## config.mk

```make
export PLATFORM = sky130hd
export DESIGN_NAME = pc_fetch
export DESIGN_NICKNAME = d
export VERILOG_FILES = /design/src/rtl/pc_fetch.sv
export SDC_FILE = /design/constraint.sdc
export NUM_CORES = 1
export LEC_CHECK = 0
export CORE_MARGIN = 2
export CORE_UTILIZATION = 45
export DETAILED_ROUTE_END_ITERATION = 10
export GPL_TIMING_DRIVEN = 0
export PLACE_DENSITY = 0.88
export SLEW_MARGIN = 20
export SYNTH_ARGS = -nofsm -noshare
export SYNTH_HDL_FRONTEND = slang
export SYNTH_SLANG_ARGS = --single-unit
```

## constraint.sdc

```tcl
create_clock -name clk -period 2.53 [get_ports clk]
set_clock_uncertainty 0.05 [all_clocks]
set_input_delay 0.253 -clock clk [delete_from_list [all_inputs] [get_ports clk]]
set_output_delay 0.253 -clock clk [all_outputs]
set_load 0.01 [all_outputs]
```

## src/rtl/pc_fetch.sv

```systemverilog
// Purpose: program counter, branch resolution and fetch request for the single-cycle CPU.
// Latency: one cycle from an advance to pc/taken/counter update; outputs are purely registered.
// Backpressure: imem_ready low or stall high holds all state; HALT waits for a resume pulse.
module pc_fetch #(
  parameter logic [63:0] RESET_PC = 64'h0
) (
  input  logic        clk,
  input  logic        reset,
  input  logic        stall,
  input  logic        resume,
  input  logic [2:0]  br_type,
  input  logic [63:0] br_target,
  input  logic [63:0] reg_target,
  input  logic        alu_zero,
  input  logic        negative,
  input  logic        zero,
  input  logic        overflow,
  input  logic        carry_out,
  input  logic        imem_ready,
  output logic [63:0] pc,
  output logic        imem_req,
  output logic        taken,
  output logic        halted,
  output logic [31:0] taken_count,
  output logic [31:0] retired_count
);

  typedef enum logic [1:0] {
    ST_IDLE = 2'd0,
    ST_RUN  = 2'd1,
    ST_HALT = 2'd2
  } state_t;

  localparam logic [2:0] BR_NONE = 3'b000;
  localparam logic [2:0] BR_B    = 3'b001;
  localparam logic [2:0] BR_CBZ  = 3'b010;
  localparam logic [2:0] BR_BLT  = 3'b011;
  localparam logic [2:0] BR_BEQ  = 3'b100;
  localparam logic [2:0] BR_BNE  = 3'b101;
  localparam logic [2:0] BR_BR   = 3'b110;
  localparam logic [2:0] BR_HALT = 3'b111;

  state_t      state, state_nxt;
  logic [63:0] pc_nxt;
  logic        taken_nxt;
  logic [31:0] taken_count_nxt;
  logic [31:0] retired_count_nxt;
  logic        advance;
  logic        cond;

  // carry_out has no consumer yet; BR targets are word aligned so the low bits are dropped.
  logic unused_ok;
  assign unused_ok = ^{carry_out, reg_target[1:0], BR_NONE, BR_HALT};

  // Evaluate the branch condition for the current instruction class.
  always_comb begin
    cond = 1'b0;
    case (br_type)
      BR_B, BR_BR: cond = 1'b1;
      BR_CBZ:      cond = alu_zero;
      BR_BLT:      cond = negative ^ overflow;
      BR_BEQ:      cond = zero;
      BR_BNE:      cond = ~zero;
      default:     cond = 1'b0;
    endcase
  end

  assign advance = (state == ST_RUN) && imem_ready && !stall;

  // Next-state, next-PC and counter updates; everything holds unless explicitly changed.
  always_comb begin
    state_nxt         = state;
    pc_nxt            = pc;
    taken_nxt         = 1'b0;
    taken_count_nxt   = taken_count;
    retired_count_nxt = retired_count;
    case (state)
      ST_IDLE: state_nxt = ST_RUN;
      ST_RUN: begin
        if (advance) begin
          retired_count_nxt = retired_count + 32'd1;
          taken_nxt         = cond;
          if (cond && br_type == BR_BR)
            pc_nxt = {reg_target[63:2], 2'b00};
          else if (cond)
            pc_nxt = br_target;
          else
            pc_nxt = pc + 64'd4;
          if (cond && taken_count != 32'hFFFF_FFFF)
            taken_count_nxt = taken_count + 32'd1;
          if (br_type == BR_HALT)
            state_nxt = ST_HALT;
        end
      end
      ST_HALT: begin
        if (resume)
          state_nxt = ST_RUN;
      end
      default: state_nxt = ST_IDLE;
    endcase
  end

  // State, PC, pulse and counter registers with asynchronous reset.
  always_ff @(posedge clk or negedge reset) begin
    if (!reset) begin
      state         <= ST_IDLE;
      pc            <= RESET_PC;
      taken         <= 1'b0;
      taken_count   <= 32'd0;
      retired_count <= 32'd0;
    end else begin
      state         <= state_nxt;
      pc            <= pc_nxt;
      taken         <= taken_nxt;
      taken_count   <= taken_count_nxt;
      retired_count <= retired_count_nxt;
    end
  end

  assign imem_req = (state == ST_RUN);
  assign halted   = (state == ST_HALT);

endmodule

```

Word level (Yosys, flattened, before mapping). Cells that the tools add are included.

Register bits after elaboration: 131. Bits in latches: 0. RAM bits: 0. Bits in read-only memories: 0. Input bits: 141. Output and inout bits: 131. Memories kept: 0.

Add/subtract/negate cells: 3. $mul: 0. Div/mod/pow operators: 0. Order comparisons: 0. Eq/ne operators: 13. Shift operators: 0. Multiplexer cells: 9. Bitwise logic cells: 2. Reduce and logical (&&, ||, !) cells: 10.

Operator list (number): two-way mux 64 bit (2); adder 32 x 1 -> 32 bit, second input constant (2); adder 64 x 3 -> 64 bit, second input constant (1); != test 32 bit, second input constant (1); == test 3 bit, second input constant (4); == test 3 x 2 -> 1 bit, second input constant (2); two-way mux 2 bit (3); one-hot mux 2 bit (3 select lines) (1); AND reduction 3 bit (2); one-hot mux 1 bit (5 select lines) (1); logical AND 1 bit (4); != test 2 x 1 -> 1 bit, second input constant (2); == test 3 x 1 -> 1 bit, second input constant (1); == test 2 x 1 -> 1 bit, second input constant (1); == test 2 bit, second input constant (1); logical NOT 2 bit (1); two-way mux 1 bit (2); != test 2 bit, second input constant (1); AND reduction 2 bit (1); OR reduction 2 bit (1); logical NOT 1 bit (1); inverter 1 bit (1); XOR 1 bit (1).

Depth between registers and ports, before layout. Gate-level depths: netlist (run 1).

Word-level depth: 5. Gate-level depth with buffers: 9. Gate-level depth less buffers: 7.

Worst setup path before layout (run 1). No wires, ideal clock.

Path type: register to register. From: reg pc[2]. To: reg pc[40]. Library setup time: 0.124 ns. Arrival: 2.191 ns. Slack: 0.165 ns. Cell stages (with the launch flop): 9. Path buffers: 1. Clock period less this slack: 2.365 ns. Cell sequence: dfrtp_1 ha_1 nand3_1 nor4_4 nand4_1 clkbuf_1 o211ai_1 o31ai_1 a211o_1.

Word-level cells in the longest chain between the ends: 3.

Ends and longest elaborated chain: start: declaration (RTL line 20) `output logic [63:0] pc,`; start signal: assignment (RTL line 113) `pc <= pc_nxt;`; adder 64 x 3 -> 64 bit (RTL line 88) `pc_nxt = pc + 64'd4;`; two-way mux 64 bit (RTL line 85) `else if (cond)`; two-way mux 64 bit (RTL line 83) `if (cond && br_type == BR_BR)`.

No other way between the ends. A chain may end at the register's enable or synchronous reset.

Final worst setup path (run 1).
From: reg pc[15]. To: reg pc[39].

Same word-level chain as after synthesis.

==> results.toml, run 1 <==
[cells_and_area]
insertedDiodeCount = 0
final_common_cell = "clkdlybuf4s50_1"
nets = 1340
layout-drive-gt1-share_pct = 8.19
final_cells = 1434
syn_to_final_growth_pct = 49.4
mostFrequentLayoutCells = "clkdlybuf4s50_1 (267), dfrtp_1 (125), nand2_1 (119), o21ai_0 (61), a21oi_1 (56)"
final_core_util_pct = 68.3

[floorplan]
initial_core_util_pct = 45.7
die_y_um = 136
rows = 48
die_width_um = 136
design.die.area_sq_um = 18500
core_sq_um = 17200
io_pins = 272

[clock_tree]
clock_latency_ns = 0.41
clk_pin_slew_ns = 0.07
cts-root-buf = "clkbuf_16"
cts_buffers = 17
clockBufferDepth = 2
clock_sinks = 131
htree_levels = 4
cts_tree = "built"

[synth]
synth_warnings = 0
syn_area_sq_um = 7850
syn_avg_cell_area_sq_um = 8.68
async_reset_ff_share_pct = 100
ys.flop_type = "dfrtp_1"
synth_edf_count = 0
seq_area_frac_synth_pct = 41.8
postSynthCellCount = 904
ys_seq_elements = 131
yosysUniqueCellTypes = 57
synth_nets = 1048

[route]
drt_iter0_drc = 952
first_pass_iters = 6
antenna_left = 0
wl_per_cell_um = 21.8
vias = 9040
drc = 0
finalWirelength_um = 31200
viasPerCell = 6.30

[setup_path]
cp.arrival_ns = 2.71
worst_path_max_delay_cell = "or4_4"
worstSetupStartpointType = "flop"
cp_data_required_time_ns = 2.76
path_buf_inv = 0
worstSetupPathType = "flop to flop"
worstRegToRegCells = 6
crit_path_max_incr_delay_ns = 0.61
crit_cells = 6
cp-startpoint = "pc[15]$_DFFE_PN0P_"
cp_cell_sequence = "nand3_2, or4_4, nor4_2, a21oi_1, o21ai_0, o21ai_0"
r2r-end = "pc[39]$_DFFE_PN0P_"
crit_path_end = "pc[39]$_DFFE_PN0P_"
rr_startpoint = "pc[15]$_DFFE_PN0P_"
critPathMaxFanout = 7
cp_common_cell = "o21ai_0"
rrSetupSlack_ns = 0.04
critPathTopFamily = "simple AND/OR/NAND/NOR gates"
worst_setup_path_end_kind = "flop"

[placed_design]
gp_congestion = 1.01
portBuffers = 268
dp_hpwl_um = 22100
numPlacedInstances = 1398

[global_route]
track_usage_pct = 33.1
grt-ovfl-total = 0
antenna_found_initial = 0
grt_max_degree = 80
grt_pass1_vias = 8657
grt_pass1_wl_um = 47000

[power]
p_per_area_nw_per_um2 = 670
peakVddDrop_v = 0.000526
cellLeakagePower_nw = 4.70

[timing]
slew_violations = 0
finalHoldViolCount = 0
clock.fmax_mhz = 402
relSlewSlack_pct = 49.6
post-route-period-util_pct = 98.4
finalCriticalPeriod_ns = 2.49
tightestPinTransition_ns = 0.756
setup_viol = 0

[run_status]
status = "complete, no violations"

[min_path]
min-delay-path-class = "input port to async pin"

[run]
max_cap_violations = 0
-- power breakdown --
group | leakage, nW | total [mW] | internal, mW | switching [mW]
Sequential | 1.67 | 2.99 | 2.41 | 0.583
Clock | 0.301 | 2.64 | 1.62 | 1.02
Combinational | 2.74 | 2.23 | 1.17 | 1.06
-- sequential cells by signal, summed over array words and instances (netlist names) --
signal / flops
pc: 64
retired_count: 32
taken: 1
state: 2
taken_count: 32
-- logic make-up (layout without fill, tap and decap cells) --
kind of cell	count (synthesis)	in the layout	synth area share (%)
mux	2	2	0.271
compound gates	225	225	18.4
fa+ha+maj	3	3	0.478
flops	131	131	41.8
simple gates	387	387	26.0
buf+inv	67	372	3.22
xor+xnor	89	89	9.93
-- repair_timing --
item                                   CTS  global route
pin swaps                                3             7
setup endpoints to repair               52            53
hold buffers                             1             0
endpoints found under the hold margin   52             0
setup buffers                            4             4
resized for setup                       22            41
-- worst min path at each step --
| stage | start | endpoint | slack (ns) | cells after the start |
|---|---|---|---|---|
| after floorplan | reset | pc[0]$_DFFE_PN0P_ | -0.09 | 0 |
| after global placement | retired_count[31]$_DFFE_PN0P_ | retired_count[31]$_DFFE_PN0P_ | 0.41 | 1 |
| after detailed placement | reset | pc[46]$_DFFE_PN0P_ | 0.14 | 1 |
| after CTS | reset | pc[46]$_DFFE_PN0P_ | 0.30 | 2 |
| after global routing | reset | pc[46]$_DFFE_PN0P_ | 0.33 | 2 |
| final | reset | pc[46]$_DFFE_PN0P_ | 0.28 | 2 |
-- through the flow --
step	total power, mW	worst slack [ns]	instance area [sq um]	TNS (ns)	hold WS [ns]
after global placement	5.07	-4.16	10800	-578.30	0.406
after CTS	7.78	0.00329	11600	0	0.300
final	7.86	0.0416	11700	0	0.276
after global routing	8.15	-0.0461	11700	-0.137	0.328
after detailed placement	5.12	-0.790	10800	-35.19	0.142
after floorplan	3.81	0.165	7850	0	-0.0926
-- synthesized netlist by cell type (all sizes together) (6+ instances only) --
cell type  number  area [sq um]
nand3          54           270
a211oi          7          52.6
a21oi          56           280
or4             6          48.8
inv            14          52.6
nand4          44           290
o211ai         26           195
nor2           50           188
a22oi           6          45.0
and2           10          62.6
buf             6          23.8
xnor2          53           464
nor4           17           143
xor2           36           315
nor3           19           100
dfrtp         131          3280
and4           19           166
and3           31           194
o21ai          63           315
o31a            7          61.3
nand2         121           459
a31oi           9          56.3
clkbuf         47           176
a221o          11           110
-- layout make-up --
| cell class | instances | area (sq um) |
|---|---|---|
| Buffer | 48 | 203 |
| Clock buffer | 19 | 453 |
| Clock inverter | 13 | 171 |
| Fill cell | 1383 | 5450 |
| Inverter | 14 | 52.6 |
| Multi-Input combinational cell | 706 | 4490 |
| Sequential cell | 131 | 3290 |
| Tap cell | 225 | 282 |
| Timing Repair Buffer | 278 | 2790 |
-- metal layers --
metal / up-vias / track usage, % / part of all wire, % / routed length, um
met2: 714 / 53.4 / 46 / 14500
met1: 4259 / 42.5 / 37 / 11500
met4: 0 / 15.6 / 5.1 / 1590
met5: - / 0 / 0 / 0
met3: 139 / 7.16 / 12 / 3630
li1: 3928 / - / - / -
No activity file was read; power rests on OpenSTA's default activity.
==> run 2, diff against run 1 <==
--- a/config.mk
+++ b/config.mk
@@ -9,7 +9,9 @@
 export CORE_UTILIZATION = 45
 export DETAILED_ROUTE_END_ITERATION = 10
 export GPL_TIMING_DRIVEN = 0
+export MAX_ROUTING_LAYER = met4
 export PLACE_DENSITY = 0.88
+export RECOVER_POWER = 100
 export SLEW_MARGIN = 20
 export SYNTH_ARGS = -nofsm -noshare
 export SYNTH_HDL_FRONTEND = slang
==> run 2 against run 1 <==
Against the previous run: first-iteration DRC count down 17%; register-to-register slack worse by 0.03 ns; fmax down 1.1%; critical path depth up 1; cell area down 0.75%; core utilization down 0.51 points; power down 3.1%; via count down 0.65%; hold slack better by 0.052 ns; count of clock-buffer cells in the layout down 1; critical path type unchanged; largest power group unchanged; highest routed layer unchanged.
==> results.toml, run 2 (same netlist as run 1, synthesis figures left out) <==
[run_status]
status = "complete, no violations"

[setup_path]
rr_startpoint = "pc[4]$_DFFE_PN0P_"
cp.arrival_ns = 2.82
worstSetupStartpointType = "flop"
worstRegToRegCells = 7
critPathMaxFanout = 7
cp-startpoint = "pc[4]$_DFFE_PN0P_"
worstSetupPathType = "flop to flop"
rrSetupSlack_ns = 0.01
cp_data_required_time_ns = 2.83
worst_setup_path_end_kind = "flop"
r2r-end = "pc[49]$_DFFE_PN0P_"
crit_path_end = "pc[49]$_DFFE_PN0P_"

[floorplan]
rows = 48
die_y_um = 136
design.die.area_sq_um = 18500
io_pins = 272
die_width_um = 136
core_sq_um = 17200
initial_core_util_pct = 45.7

[cells_and_area]
layout-drive-gt1-share_pct = 7.83
regMostFlops = "pc"
mostFrequentLayoutCells = "clkdlybuf4s50_1 (225), dfrtp_1 (127), nand2_1 (119), o21ai_0 (61), a21oi_1 (56)"
largest_register_ffs = 64
insertedDiodeCount = 0
syn_to_final_growth_pct = 48.3
final_common_cell = "clkdlybuf4s50_1"
largestRegisters = "pc x64, retired_count x32, taken_count x32"
nets = 1344

[clock_tree]
clk_pin_slew_ns = 0.07
cts_tree = "built"
clockBufferDepth = 2
cts_buffers = 17
cts-root-buf = "clkbuf_16"
htree_levels = 4
clock_sinks = 131
clock_latency_ns = 0.42

[route]
antenna_left = 0
viasPerCell = 6.25
finalWirelength_um = 31900
wl_per_cell_um = 22.2
drc = 0
vias = 8981
first_pass_iters = 6
drt_iter0_drc = 791

[timing]
fin_tns_setup_ns = 0
fin_hold_ws_ns = 0.328
post-route-period-util_pct = 99.4
tightestPinTransition_ns = 0.900
setup_viol = 0
relSlewSlack_pct = 40.0
slew_violations = 0
finalHoldViolCount = 0
clock.fmax_mhz = 398
rsz0062_at_grt = "yes"
finalCriticalPeriod_ns = 2.52

[placed_design]
gp_congestion = 1.02
portBuffers = 268
dp_hpwl_um = 22900

[min_path]
min-delay-path-class = "input port to async pin"

[global_route]
grt_pass1_vias = 8560
antenna_found_initial = 0
grt-ovfl-total = 0
grt_max_degree = 70
track_usage_pct = 34.9
grt_pass1_wl_um = 47600

[power]
peakVddDrop_v = 0.000671
cellLeakagePower_nw = 4.78
total_power_mw = 7.62
p_per_area_nw_per_um2 = 654

[run]
max_cap_violations = 0
## run 2: worst min path at each step
| stage | start | endpoint | cells past startpoint |
|---|---|---|---|
| final | reset | pc[45]$_DFFE_PN0P_ | 2 |
| after global routing | reset | pc[45]$_DFFE_PN0P_ | 2 |
| after CTS | reset | pc[45]$_DFFE_PN0P_ | 2 |
| after detailed placement | reset | pc[45]$_DFFE_PN0P_ | 1 |
| after global placement | retired_count[31]$_DFFE_PN0P_ | retired_count[31]$_DFFE_PN0P_ | 1 |
| after floorplan | reset | pc[0]$_DFFE_PN0P_ | 0 |
## run 2: per-stage QoR
stage                     cell area [sq um]  utilization (%)  std cells  setup slack, ns
final                                 11600             67.8       1438           0.0144
after global routing                  11600             67.8       1438          -0.0651
after CTS                             11500             67.1       1434          0.00138
after detailed placement              10800             63.1       1398           -0.937
after global placement                10800             63.0       1397            -4.10
after floorplan                        7850                -        904            0.165
## run 2: worst max-delay path, stage by stage, from the launching register on
cell	delay [ns]
dfrtp_1	0.47
nand4_1	0.29
nor4_2	0.39
nand4_1	0.15
buf_4	0.18
or3_1	0.34
or4_1	0.48
nand3_1	0.10
## run 2: timing repair
action | CTS | global route
hold buffers | 1 | 0
resized for setup | 22 | 31
setup buffers | 4 | 6
hold endpoints to repair | 68 | 0
pin swaps | 3 | 6
endpoints found under the setup margin | 51 | 43
## run 2: power by group
| part | total [mW] | internal, mW | switching, mW | leakage (nW) |
|---|---|---|---|---|
| Clock | 2.42 | 1.38 | 1.04 | 0.267 |
| Combinational | 2.22 | 1.14 | 1.08 | 2.84 |
| Sequential | 2.98 | 2.41 | 0.572 | 1.67 |
| Total | 7.62 | 4.93 | 2.69 | 4.78 |
## run 2: layout make-up
class | instances | area (sq um)
Buffer | 50 | 213
Tap cell | 225 | 282
Timing Repair Buffer | 280 | 2780
Inverter | 14 | 52.6
Multi-Input combinational cell | 706 | 4460
Sequential cell | 131 | 3280
Fill cell | 1414 | 5540
Clock buffer | 18 | 429
Clock inverter | 14 | 141
## run 2: metal layers
metal	GRT usage [%]	vias to the layer above	share of wire, %
li1	-	3949	-
met1	44.4	4321	39
met2	54.2	586	47
met3	6.52	125	9.3
met4	16.1	0	4.6
met5	-	-	0
==> run 3, diff against run 2 <==
==> constraint.sdc (replaced) <==
create_clock -name clk -period 2.7 [get_ports clk]
set_clock_uncertainty 0.05 [all_clocks]
set_input_delay 0.27 -clock clk [delete_from_list [all_inputs] [get_ports clk]]
set_output_delay 0.27 -clock clk [all_outputs]
set_load 0.01 [all_outputs]
==> run 3 against run 2 <==
Against the previous run: the flow now finishes with violations (capacitance limit, slew limit); non-clock buffer count shrank 3; via count shrank 0.63%; combinational power shrank 12%; clock power shrank 6%; register-to-register slack gained 0.05 ns; die area is the same; sequential cell count is the same; fmax shrank 4.6%; hold slack gained 0.037 ns; setup slack gained 0.050 ns; count of clock-buffer cells in the layout is the same; sequential share of layout area grew 0.29 points; largest cell class unchanged.
==> results.toml, run 3 (same netlist as run 1, synthesis figures left out) <==
[cells_and_area]
largestRegisters = "pc x64, retired_count x32, taken_count x32"
multi_input_area_sq_um = 4380
final_cells = 1435
insertedDiodeCount = 0
fin_area_sq_um = 11500
seq_area_sq_um = 3280
final_common_cell = "clkdlybuf4s50_1"
largest_register_ffs = 64
syn_to_final_growth_pct = 46.5
nFillCells = 1435
regMostFlops = "pc"
nets = 1341
mostFrequentLayoutCells = "clkdlybuf4s50_1 (136), dlygate4sd3_1 (132), dfrtp_1 (131), nand2_1 (119), o21ai_0 (62)"
layout-drive-gt1-share_pct = 5.87
final_core_util_pct = 67.0

[placed_design]
dpl_worst_slack_ns = -0.784
dp_hpwl_um = 22900
gp_congestion = 1.02
numPlacedInstances = 1398
postPlaceCellArea_sq_um = 10800
portBuffers = 268

[timing]
fin_hold_ws_ns = 0.365
finalHoldViolCount = 0
clock.fmax_mhz = 379
layout_setup_ws_ns = 0.0640
setup_viol = 0
tightestPinTransition_ns = 1.80
slew_violations = 70
finalCriticalPeriod_ns = 2.64
post-route-period-util_pct = 97.6
relSlewSlack_pct = -20.1
rsz0062_at_grt = "no"

[run_status]
violations = "capacitance limit, slew limit"
status = "finished, violations left"

[floorplan]
die_y_um = 136
die_width_um = 136
design.die.area_sq_um = 18500
core_sq_um = 17200
initial_core_util_pct = 45.7
rows = 48
io_pins = 272

[clock_tree]
clock_sinks = 131
htree_levels = 4
clk_pin_slew_ns = 0.06
cts_buffers = 17
cts_tree = "built"
clockBufferDepth = 2
cts-root-buf = "clkbuf_16"
clock_latency_ns = 0.42

[power]
p_per_area_nw_per_um2 = 608
peakVddDrop_v = 0.000627
cellLeakagePower_nw = 4.80

[global_route]
antenna_found_initial = 0
grt-ovfl-total = 0
grt_pass1_wl_um = 47400
grt_max_degree = 70
grt_pass1_vias = 8518
track_usage_pct = 34.8

[min_path]
min-delay-path-class = "input port to flop"

[route]
finalWirelength_um = 31500
first_pass_iters = 6
wl_per_cell_um = 22.0
antenna_left = 0
drc = 0
vias = 8924
drt_iter0_drc = 935
viasPerCell = 6.22

[setup_path]
crit_path_max_incr_delay_ns = 0.66
worstSetupStartpointType = "flop"
cp.arrival_ns = 2.88
cp_data_required_time_ns = 2.95
critPathMaxFanout = 10
cp_cell_sequence = "nor2b_1, nand3b_1, clkbuf_1, clkbuf_1, a21oi_1, o22a_1"
cp_common_cell = "clkbuf_1"
worst_path_max_delay_cell = "clkbuf_1"
worst_setup_path_end_kind = "flop"
worstSetupPathType = "flop to flop"

[run]
max_cap_violations = 1
==> run 3: final cells by class <==
type / instances / share of cell area, %
Buffer: 52 / 1.82
Clock buffer: 18 / 3.73
Clock inverter: 14 / 1.23
Inverter: 14 / 0.457
Multi-Input combinational cell: 706 / 38.1
Sequential cell: 131 / 28.5
Tap cell: 225 / 2.45
Timing Repair Buffer: 275 / 23.7
==> run 3: critical path, delay by kind of cell, from the launching register on <==
kind / cells / cell delay, ns
AOI/OAI and AO/OA: 2 / 0.39
buffers and inverters: 2 / 1.07
DFF: 1 / 0.41
and+or+nand+nor: 2 / 0.58
==> run 3: final timing paths <==
check	startpoint	to	slack (ns)	depth (start not counted)
setup reg to reg	state[0]$_DFFE_PN0P_	pc[2]$_DFFE_PN0P_	0.06	6
max in group asynchronous	reset	retired_count[22]$_DFFE_PN0P_	0.41	3
setup / recovery	state[0]$_DFFE_PN0P_	pc[2]$_DFFE_PN0P_	0.06	6
hold reg to reg	retired_count[31]$_DFFE_PN0P_	retired_count[31]$_DFFE_PN0P_	0.42	1
min in group asynchronous	reset	pc[45]$_DFFE_PN0P_	0.82	2
hold / removal	br_target[1]	pc[1]$_DFFE_PN0P_	0.37	3
==> run 3: what timing repair did <==
action / 4_1_cts / 5_1_grt
endpoints found under the setup margin: 38 / 42
resized for setup: 8 / 17
hold buffers: 1 / 0
pin swaps: 2 / 1
setup buffers: 3 / 2
endpoints found under the hold margin: 68 / 0
==> run 3: per-stage QoR <==
step                      TNS (ns)  power (mW)
final                            0        7.00
after global routing             0        7.30
after CTS                        0        7.08
after detailed placement    -29.85        4.81
after global placement     -542.42        4.76
after floorplan                  0        3.57
==> run 3: metal layers <==
layer  GRT usage (%)  routed length (um)  vias to the layer above
met2            53.7               14600                      605
li1                -                   -                     3933
met5               -                   0                        -
met3            6.71                3040                      122
met1            44.1               12400                     4264
met4            16.3                1480                        0
==> run 3: report_power, final <==
group          leakage (nW)  internal [mW]  switching [mW]  total (mW)
combinational          2.86          0.972           0.991        1.96
sequential             1.67           2.25           0.508        2.76
clock                 0.267           1.29           0.979        2.27
